### src/rtl/muldiv_pkg.sv
// Shared types and helpers for the iterative RV32M multiply/divide sequencer.
// Contents: funct3 op encoding, FSM state encoding, iteration count and
// a two's-complement magnitude helper.
package muldiv_pkg;

    localparam int unsigned MD_XLEN  = 32;
    localparam int unsigned MD_ITER  = 32;
    localparam int unsigned MD_CNT_W = 6;

    // RV32M funct3 encodings
    typedef enum logic [2:0] {
        MD_MUL    = 3'b000,
        MD_MULH   = 3'b001,
        MD_MULHSU = 3'b010,
        MD_MULHU  = 3'b011,
        MD_DIV    = 3'b100,
        MD_DIVU   = 3'b101,
        MD_REM    = 3'b110,
        MD_REMU   = 3'b111
    } md_op_e;

    typedef enum logic [1:0] {
        ST_IDLE = 2'd0,
        ST_CALC = 2'd1,
        ST_FIX  = 2'd2,
        ST_DONE = 2'd3
    } md_state_e;

    // Magnitude of x when it is interpreted as signed; passthrough otherwise.
    function automatic logic [MD_XLEN-1:0] md_abs(input logic [MD_XLEN-1:0] x,
                                                  input logic               is_signed);
        return (is_signed && x[MD_XLEN-1]) ? (~x + MD_XLEN'(1)) : x;
    endfunction

endpackage

### src/rtl/muldiv_core.sv
// One iteration of the shared multiply/divide datapath (purely combinational).
// Ports:
//   is_div   - 1: restoring-divide step, 0: shift-add multiply step
//   acc      - {upper, lower} accumulator. Multiply: {partial product, multiplier}.
//              Divide: {partial remainder, dividend/quotient}.
//   operand  - multiplicand (multiply) or divisor (divide) magnitude
//   acc_next - accumulator after this step
module muldiv_core
    import muldiv_pkg::*;
#(
    parameter int unsigned W = MD_XLEN
) (
    input  logic           is_div,
    input  logic [2*W-1:0] acc,
    input  logic [W-1:0]   operand,
    output logic [2*W-1:0] acc_next
);

    logic [W:0] sum;
    logic [W:0] shifted;
    logic [W:0] diff;

    always_comb begin
        // Multiply: conditional add into the upper half, keep carry for the shift.
        sum     = {1'b0, acc[2*W-1:W]} + (acc[0] ? {1'b0, operand} : (W+1)'(0));
        // Divide: remainder shifted left with the next dividend bit, then trial subtract.
        shifted = acc[2*W-1:W-1];
        diff    = shifted - {1'b0, operand};

        if (is_div) begin
            if (diff[W]) begin
                acc_next = {shifted[W-1:0], acc[W-2:0], 1'b0};
            end else begin
                acc_next = {diff[W-1:0], acc[W-2:0], 1'b1};
            end
        end else begin
            acc_next = {sum, acc[W-1:1]};
        end
    end

endmodule

### src/rtl/muldiv_seq.sv
// Iterative RV32M multiply/divide sequencer for the EX stage.
// Ports:
//   i_clk, i_rst_n           - clock (rising edge), async active-low reset
//   i_start, i_op            - start request and RV32M funct3, sampled in IDLE
//   i_operand_a/b            - rs1/rs2 data
//   i_flush                  - kill any in-flight op
//   o_busy                   - combinational stall request
//   o_valid                  - one-cycle result strobe
//   o_result                 - registered result, held until the next write
module muldiv_seq
    import muldiv_pkg::*;
#(
    parameter int unsigned XLEN      = 32,
    parameter bit          EARLY_OUT = 1'b1
) (
    input  logic            i_clk,
    input  logic            i_rst_n,
    input  logic            i_start,
    input  logic [2:0]      i_op,
    input  logic [XLEN-1:0] i_operand_a,
    input  logic [XLEN-1:0] i_operand_b,
    input  logic            i_flush,
    output logic            o_busy,
    output logic            o_valid,
    output logic [XLEN-1:0] o_result
);

    localparam int unsigned W  = XLEN;
    localparam int unsigned DW = 2 * XLEN;
    localparam logic [W-1:0] INT_MIN = {1'b1, {(W-1){1'b0}}};

    md_state_e             state_q, state_n;
    md_op_e                op_q;
    logic                  is_div_q;
    logic                  a_neg_q, b_neg_q;
    logic [DW-1:0]         acc_q, acc_next;
    logic [W-1:0]          opnd_q;
    logic [MD_CNT_W-1:0]   cnt_q;
    logic                  spec_q;
    logic [W-1:0]          spec_val_q;
    logic [W-1:0]          result_q;
    logic                  valid_q;

    logic                  accept, calc_en, fix_en;
    logic                  a_signed, b_signed, is_div_in;
    logic [W-1:0]          mag_a, mag_b;
    logic                  div_zero, div_ovf, special_in;
    logic [W-1:0]          spec_val_in;
    logic [DW-1:0]         prod_fix;
    logic [W-1:0]          quot_fix, rem_fix, fix_val;

    // Operand decode for a new request: signedness, magnitudes, special cases
    always_comb begin
        a_signed = 1'b0;
        b_signed = 1'b0;
        case (md_op_e'(i_op))
            MD_MULH, MD_DIV, MD_REM: begin
                a_signed = 1'b1;
                b_signed = 1'b1;
            end
            MD_MULHSU: a_signed = 1'b1;
            default: ;
        endcase
        is_div_in  = i_op[2];
        mag_a      = md_abs(i_operand_a, a_signed);
        mag_b      = md_abs(i_operand_b, b_signed);
        div_zero   = is_div_in && (i_operand_b == '0);
        div_ovf    = is_div_in && b_signed && (i_operand_a == INT_MIN) && (i_operand_b == '1);
        special_in = div_zero | div_ovf;
        // funct3 bit 1 separates REM/REMU from DIV/DIVU
        if (div_zero) begin
            spec_val_in = i_op[1] ? i_operand_a : '1;
        end else begin
            spec_val_in = i_op[1] ? '0 : INT_MIN;
        end
    end

    // FSM state register
    always_ff @(posedge i_clk or negedge i_rst_n) begin
        if (!i_rst_n) begin
            state_q <= ST_IDLE;
        end else begin
            state_q <= state_n;
        end
    end

    // FSM next state; flush overrides everything
    always_comb begin
        state_n = state_q;
        if (i_flush) begin
            state_n = ST_IDLE;
        end else begin
            case (state_q)
                ST_IDLE: begin
                    if (i_start) begin
                        state_n = (EARLY_OUT && special_in) ? ST_DONE : ST_CALC;
                    end
                end
                ST_CALC: begin
                    if (cnt_q == MD_CNT_W'(MD_ITER - 1)) begin
                        state_n = ST_FIX;
                    end
                end
                ST_FIX:  state_n = ST_DONE;
                ST_DONE: state_n = ST_IDLE;
                default: state_n = ST_IDLE;
            endcase
        end
    end

    // FSM outputs / datapath enables
    always_comb begin
        accept  = 1'b0;
        calc_en = 1'b0;
        fix_en  = 1'b0;
        o_busy  = 1'b0;
        case (state_q)
            ST_IDLE: begin
                accept = i_start & ~i_flush;
                o_busy = i_start & ~i_flush;
            end
            ST_CALC: begin
                calc_en = ~i_flush;
                o_busy  = 1'b1;
            end
            ST_FIX: begin
                fix_en = ~i_flush;
                o_busy = 1'b1;
            end
            default: ;
        endcase
    end

    muldiv_core #(.W(W)) u_core (
        .is_div   (is_div_q),
        .acc      (acc_q),
        .operand  (opnd_q),
        .acc_next (acc_next)
    );

    // Sign correction and result selection
    always_comb begin
        prod_fix = (a_neg_q ^ b_neg_q) ? (~acc_q + DW'(1)) : acc_q;
        quot_fix = (a_neg_q ^ b_neg_q) ? (~acc_q[W-1:0] + W'(1)) : acc_q[W-1:0];
        rem_fix  = a_neg_q ? (~acc_q[DW-1:W] + W'(1)) : acc_q[DW-1:W];
        case (op_q)
            MD_MUL:                        fix_val = prod_fix[W-1:0];
            MD_MULH, MD_MULHSU, MD_MULHU:  fix_val = prod_fix[DW-1:W];
            MD_DIV, MD_DIVU:               fix_val = quot_fix;
            default:                       fix_val = rem_fix;
        endcase
        if (spec_q) begin
            fix_val = spec_val_q;
        end
    end

    // Operand latch and iteration datapath
    always_ff @(posedge i_clk or negedge i_rst_n) begin
        if (!i_rst_n) begin
            op_q       <= MD_MUL;
            is_div_q   <= 1'b0;
            a_neg_q    <= 1'b0;
            b_neg_q    <= 1'b0;
            acc_q      <= '0;
            opnd_q     <= '0;
            cnt_q      <= '0;
            spec_q     <= 1'b0;
            spec_val_q <= '0;
        end else if (accept) begin
            op_q       <= md_op_e'(i_op);
            is_div_q   <= is_div_in;
            a_neg_q    <= a_signed & i_operand_a[W-1];
            b_neg_q    <= b_signed & i_operand_b[W-1];
            acc_q      <= is_div_in ? {{W{1'b0}}, mag_a} : {{W{1'b0}}, mag_b};
            opnd_q     <= is_div_in ? mag_b : mag_a;
            cnt_q      <= '0;
            spec_q     <= special_in;
            spec_val_q <= spec_val_in;
        end else if (calc_en) begin
            acc_q <= acc_next;
            cnt_q <= cnt_q + MD_CNT_W'(1);
        end
    end

    // Result and valid strobe registers
    always_ff @(posedge i_clk or negedge i_rst_n) begin
        if (!i_rst_n) begin
            result_q <= '0;
            valid_q  <= 1'b0;
        end else begin
            if (accept && EARLY_OUT && special_in) begin
                result_q <= spec_val_in;
            end else if (fix_en) begin
                result_q <= fix_val;
            end
            valid_q <= (state_n == ST_DONE);
        end
    end

    assign o_valid  = valid_q;
    assign o_result = result_q;

endmodule

### config.mk
export PLATFORM = sky130hd
export DESIGN_NAME = muldiv_seq
export DESIGN_NICKNAME = d
export VERILOG_FILES = /design/src/rtl/muldiv_pkg.sv /design/src/rtl/muldiv_core.sv /design/src/rtl/muldiv_seq.sv
export SDC_FILE = /design/constraint.sdc
export NUM_CORES = 1
export LEC_CHECK = 0
export ABC_AREA = 1
export CAP_MARGIN = 10
export CORE_MARGIN = 2
export CORE_UTILIZATION = 46
export CTS_BUF_LIST = sky130_fd_sc_hd__clkbuf_16
export DETAILED_ROUTE_END_ITERATION = 6
export PLACE_DENSITY_LB_ADDON = 0.3
export RECOVER_POWER = 100
export SLEW_MARGIN = 20
export SYNTH_ARGS = -nofsm -noshare
export SYNTH_HDL_FRONTEND = slang
export SYNTH_SLANG_ARGS = --single-unit
### constraint.sdc
create_clock -name i_clk -period 4.8 [get_ports i_clk]
set_input_delay 0.96 -clock i_clk [delete_from_list [all_inputs] [get_ports i_clk]]
set_output_delay 0.96 -clock i_clk [all_outputs]
set_load 0.1 [all_outputs]
==> metrics.txt, run 1 <==
largest family of logic cells by synthesized area=simple AND/OR/NAND/NOR gates; Max-Slew Margin vs Limit=-78.7%; reg-to-reg slack, setup=1060 ps; vias per cell=5.93; crit share post-route=87.5%; hold_sp=cnt_q[2]; average wire per standard cell=22.5 um; P per Cell Area=833 nW/um2; Post-CTS Hold Buffers=0; Synth cell types=56; crit path setup slack, layout=600 ps; largest net degree at the start of global routing=94; post-layout util=51.9%; Worst Hold Path EP=cnt_q[2]; Final Skew=18.3 ps; Std-Cell Rows=73; # resized after CTS=0; number of global-route vias before repair=20500; share of layout cells above drive strength 1=4.16%; core area=39800 um2; DPL Wire Length=66200 um; DR iter-0 viols=2974; CTS tree=done; crit path max fanout=32; Synth Area in XOR/XNOR=4.23%; H-tree depth=4; die span in y=205 um; Die W=205 um; Peak VDD IR=554 uV; final hold vios=0; max-cap violations=2; Synth Cell Area=18600 um2; Post-synth top flop=dfrtp_1; post-route setup TNS=0 ps; worst hold path depth=1; RSZ-0062 raised after global routing=false; max incr delay on CP=630 ps; P_leak=10.0 nW; Synth Area in Adders=5.26%; worst r2r path cells=11; count of antenna-violating nets left after detailed routing=0; met2 usage=60.9%; routing usage on met3=9.12%; Area Growth Syn to Fin=11.2%; Synth Area in Simple Gates=39.3%; global-route wire length before repair=126000 um; IO buf count=104; Worst Setup Path Type=input pin to register; area leader, netlist=dfrtp_1; drt pass-1 iters=7; failing checks=DRC, capacitance limit, slew limit; initial antenna violation count=0; Setup crit end kind=register; met1 usage=53.2%; via count=22100; register bit total from synthesis=175; CTS root buffer=clkbuf_16; setup bufs post-CTS=0; Synth area leaders=dfrtp_1 (24%), nand2_1 (17%), nor2_1 (8.9%); DRC=10; final WL=83600 um; Hold Crit Class=register to register; status=finished, violations left; Crit Reg-Reg Startpoint=state_q[1]; commonest cells after routing, fill and taps aside=nand2_1 (850), nor2_1 (438), inv_1 (357); aggregate global routing overflow=0; area share of the leading cell type in the synthesized netlist=23.5%; sequential share of the synthesized area=23.5%; Starting Density=46.7%; Worst-Margin Slew=2680 ps; CP top delay family=simple AND/OR/NAND/NOR gates; R2R Path End=acc_q[22]; Period minus WS final=4200 ps; count of synthesis-stage warnings from yosys=0; Final setup viols=0; fmax=238 MHz; IO Pins=105; Clock transition at path regs=70 ps; # diodes=0; RD Place Congestion=1.06; Avg Cell Area, Syn=5.93 um2; max-slew violations=94; CP Launch Type=input pin; EDFF count, synth=0; clock latency at the later pin of the worst-skew pair=510 ps; pre-CTS setup slack=614 ps; clock sinks=175; asr flop ratio synth=100%; Clock Path Buffers=2; total track usage=40.2%; Cell Chain, Critical Path=dlygate4sd3_1 -> inv_1 -> ha_1 -> nand2_1 -> nor2_1 -> nand2_2 -> nor2_4 -> nand2_1 -> nor3_1 -> inv_2 -> nand2_2 -> nand2_4 -> nand2_4 -> inv_2 -> nor2_1 -> a21oi_1; die area=42100 um2; required time of the critical path=5180 ps; busiest grt layer=met2; cells after synthesis=3137; Worst Path Arrival=4580 ps; CP Buf/Inv Count=4; # nets final=3333; CP max-delay cell=nor3_1; mux cell area share after synthesis=0.0538%; most common cell after layout, fill and taps aside=nand2_1; total CTS buffers=17; Hold Slack=450 ps; Synth Area in Compound Gates=17.2%; Net Count, Synth=3285
how the worst max path moves through the flow:
stage / slack (ps) / start / end / depth (start not counted)
3_5_place_dp: 610 / i_operand_b[0] / o_result[13] / 16
4_1_cts: 1130 / i_operand_b[0] / o_result[21] / 16
6_report: 600 / i_operand_b[0] / o_result[13] / 16
5_1_grt: 450 / i_op[1] / acc_q[25] / 14
2_1_floorplan: 790 / i_flush / o_busy / 6
3_3_place_gp: 720 / i_operand_b[0] / o_result[26] / 16
state kept, by name, summed over array words and instances (netlist names):
signal	flops
acc_q	64
o_result	32
opnd_q	32
spec_val_q	32
cnt_q	6
op_q	3
state_q	2
a_neg_q	1
b_neg_q	1
o_valid	1
spec_q	1
power by group:
part           total, mW  internal (mW)  switching (mW)
Clock               1.53          0.825           0.703
Combinational       12.6           3.55            9.10
Sequential          3.05           2.03            1.02
Total               17.2           6.40            10.8
through the flow:
| step | area (um2) | cells | power [mW] |
|---|---|---|---|
| 5_1_grt | 20700 | 3723 | 18.4 |
| 3_5_place_dp | 20100 | 3691 | 15.3 |
| 6_report | 20700 | 3723 | 17.2 |
| 4_1_cts | 20700 | 3723 | 16.9 |
| 3_3_place_gp | 20100 | 3691 | 15.2 |
| 2_1_floorplan | 18600 | 3137 | 11.1 |
per-layer routing:
metal | wire length (um) | share of wire (%)
met1 | 33800 | 40
met2 | 35700 | 43
met3 | 8860 | 11
met4 | 5280 | 6.3
met5 | 0 | 0
synth_stat cells, types with 3 or more instances:
cell / number
o21ai_1: 25
nand3b_1: 11
a21boi_0: 5
buf_4: 9
xor2_1: 76
nand2_2: 10
clkbuf_1: 73
buf_6: 6
nor3_1: 46
o21ai_0: 240
nor4_1: 9
o22ai_1: 3
buf_2: 23
nand2_1: 849
ha_1: 75
a21oi_1: 158
o221ai_1: 10
o21a_1: 10
inv_2: 13
o211ai_1: 45
or2_2: 13
nor3_2: 5
xnor2_1: 12
dfrtp_1: 175
and2_1: 3
nor2_2: 7
nor2_1: 440
a211oi_1: 6
a31oi_1: 14
o21bai_1: 13
a21o_1: 13
a22oi_1: 15
nand3_1: 298
inv_1: 354
nand4_1: 38
buf_1: 5
area by class of cell:
type	instances	area [um2]
clock buffer	17	425
clock inverter	15	185
fill	4183	19100
inverter	370	1390
multi-input combinational	2476	12300
sequential	175	4380
tap	525	657
timing repair buffer	145	1330
logic make-up after synthesis:
kind of cell	Yosys count
mux	1
xor+xnor	89
fa+ha+maj	77
buf+inv	486
flops	175
compound gates	567
simple gates	1742
Power figures use the tool's default switching activity.
==> inputs of run 2 (changes only) <==
- CTS_CLUSTER_DIAMETER: not set -> 60
- SETUP_SLACK_MARGIN: not set -> 0.5
==> results of run 2 <==
The final DEF is identical to that of run 1; final timing and power are the same.
==> variant: new RTL, flow settings as in run 1 <==
`EARLY_OUT`: 1'b1 -> 1'b0.
--- a/src/rtl/muldiv_seq.sv
+++ b/src/rtl/muldiv_seq.sv
@@ -11,7 +11,7 @@
     import muldiv_pkg::*;
 #(
     parameter int unsigned XLEN      = 32,
-    parameter bit          EARLY_OUT = 1'b1
+    parameter bit          EARLY_OUT = 1'b0
 ) (
     input  logic            i_clk,
     input  logic            i_rst_n,
Check against the original RTL: not equivalent (Yosys sat finds a counterexample within 4 cycles, from zero or initial values and one cycle with i_rst_n low).
==> variant against run 1 <==
- the run ends with max-capacitance violations, max-slew violations left
- total power is 6.7% lower
- core utilization fell by 0.44 points
- sequential cell count did not move
- synthesized area grew 2.1%
- die area grew 2.1%
- synthesized cell count rose by 5.8%
- via count up 1.7%
- design area increased by 1.7%
- setup slack improved by 240 ps
- largest power group unchanged
- wire length fell by 3.8%
- combinational power fell by 8%
==> variant: results (changes against run 1) <==
[yosys] xor and xnor fraction of the mapped netlist area 3.23% [-1.0 points]
[final_layout] Filler Cells Inserted 4369 [+4.4%]
[yosys] number of distinct library cells after synthesis 52 [-7.1%]
[critical_path] arrival time of the worst setup path 4330 ps [-250 ps]
[placed_design] area of placed instances 20500 um2 [+1.7%]
[outcome] violations in the final reports max-capacitance violations, max-slew violations
[global_routing] number of global-route vias before repair 20100 [-1.7%]
[power] combinational group share of total power 72.2% [-1.2 points]
[critical_path] Critical Path Max Stage Delay 680 ps [+50 ps]
[power] power drawn by the sequential cells 2.96 mW [-3%]
[power] net switching share of the total power 62.1% [-0.70 points]
[power] Max VDD drop 0.000783 V [+41%]
[global_routing] pin count of the biggest net entering global routing 88 [-6.4%]
[final_layout] fin nets 3504 [+5.1%]
[detailed_routing] vias after detailed routing 22500 [+1.7%]
[yosys] net count after synthesis 3466 [+5.5%]
[final_layout] fraction of layout instances using a drive strength above 1 3.06% [-1.1 points]
[yosys] adder-cell share of the synthesized area 5.15% [-0.11 points]
[timing] Max Transition Viols Final 88 [-6.4%]
[critical_path] Max Fanout on Critical Path 31 [-3.1%]
[timing] final setup skew 20.9 ps [+2.64 ps]
[power] Leakage Power 10.7 nW [+6.7%]
[placed_design] GPL Wtd Cong 1.05 [-0.70%]
[yosys] ranking of synthesized cells by area sky130_fd_sc_hd__dfrtp_1 (23%), sky130_fd_sc_hd__nand2_1 (22%), sky130_fd_sc_hd__inv_1 (8.9%), sky130_fd_sc_hd__nand3_1 (8.1%), sky130_fd_sc_hd__nor2_1 (7.2%)
[job] number of max-cap violations 1 [-1]
[outcome] outcome finished, violations left
[timing] Worst Tran Pin Value 2260 ps [-424 ps]
[yosys] sequential element share of the synthesized area 23.1% [-0.49 points]
[global_routing] first-pass GRT wire length 122000 um [-3.2%]
[final_layout] post-layout instance count excluding filler cells 3901 [+4.8%]
-- variant: changes by cell type in the layout (fill, tap and decap cells not counted), sizes merged, moves of 16 or more --
| cell | run 1 | this run |
|---|---|---|
| xor2 | 76 | 51 |
| a21oi | 161 | 177 |
| o22ai | 3 | 25 |
| nand2 | 861 | 1116 |
| inv | 372 | 466 |
| o21ai | 267 | 184 |
| nor2 | 449 | 376 |
-- variant: stage by stage --
step	power (mW)	hold WS, ps	util [%]
5_1_grt	17.2	508	51.5
2_1_floorplan	10.7	448	-
4_1_cts	15.7	489	51.6
3_3_place_gp	14.2	466	50.1
6_report	16.1	482	51.5
3_5_place_dp	14.2	466	50.1
-- variant: layer usage --
layer / GRT usage [%] / part of all wire, %
met1: 52.8 / 42
met2: 52.9 / 41
met3: 6.23 / 11
met4: 19.8 / 5.7
met5: 0 / 0
-- variant: cell type report --
| class | count | area share, % |
|---|---|---|
| multi-input combinational | 2569 | 58.9 |
| sequential | 175 | 20.8 |
| inverter | 461 | 8.24 |
| timing repair buffer | 132 | 5.92 |
| tap | 532 | 3.17 |
| clock buffer | 17 | 2.02 |
| clock inverter | 15 | 0.917 |
-- variant: worst paths after layout --
check / from / endpoint / slack (ps) / depth (start not counted)
worst max-delay path: i_flush / acc_q[18] / 840 / 11
min in group asynchronous: i_rst_n / o_result[28] / 1090 / 1
worst min-delay path: o_result[7] / o_result[7] / 480 / 2
worst min register to register: o_result[7] / o_result[7] / 480 / 2
max in group asynchronous: i_rst_n / opnd_q[31] / 1350 / 2
worst max register to register: b_neg_q / o_result[16] / 890 / 11
-- variant: critical path: cells and delay by family --
family                 cells  cell delay (ps)
AO/OA/AOI/OAI              1              220
buffers and inverters      6             2380
AND/OR/NAND/NOR            4              750
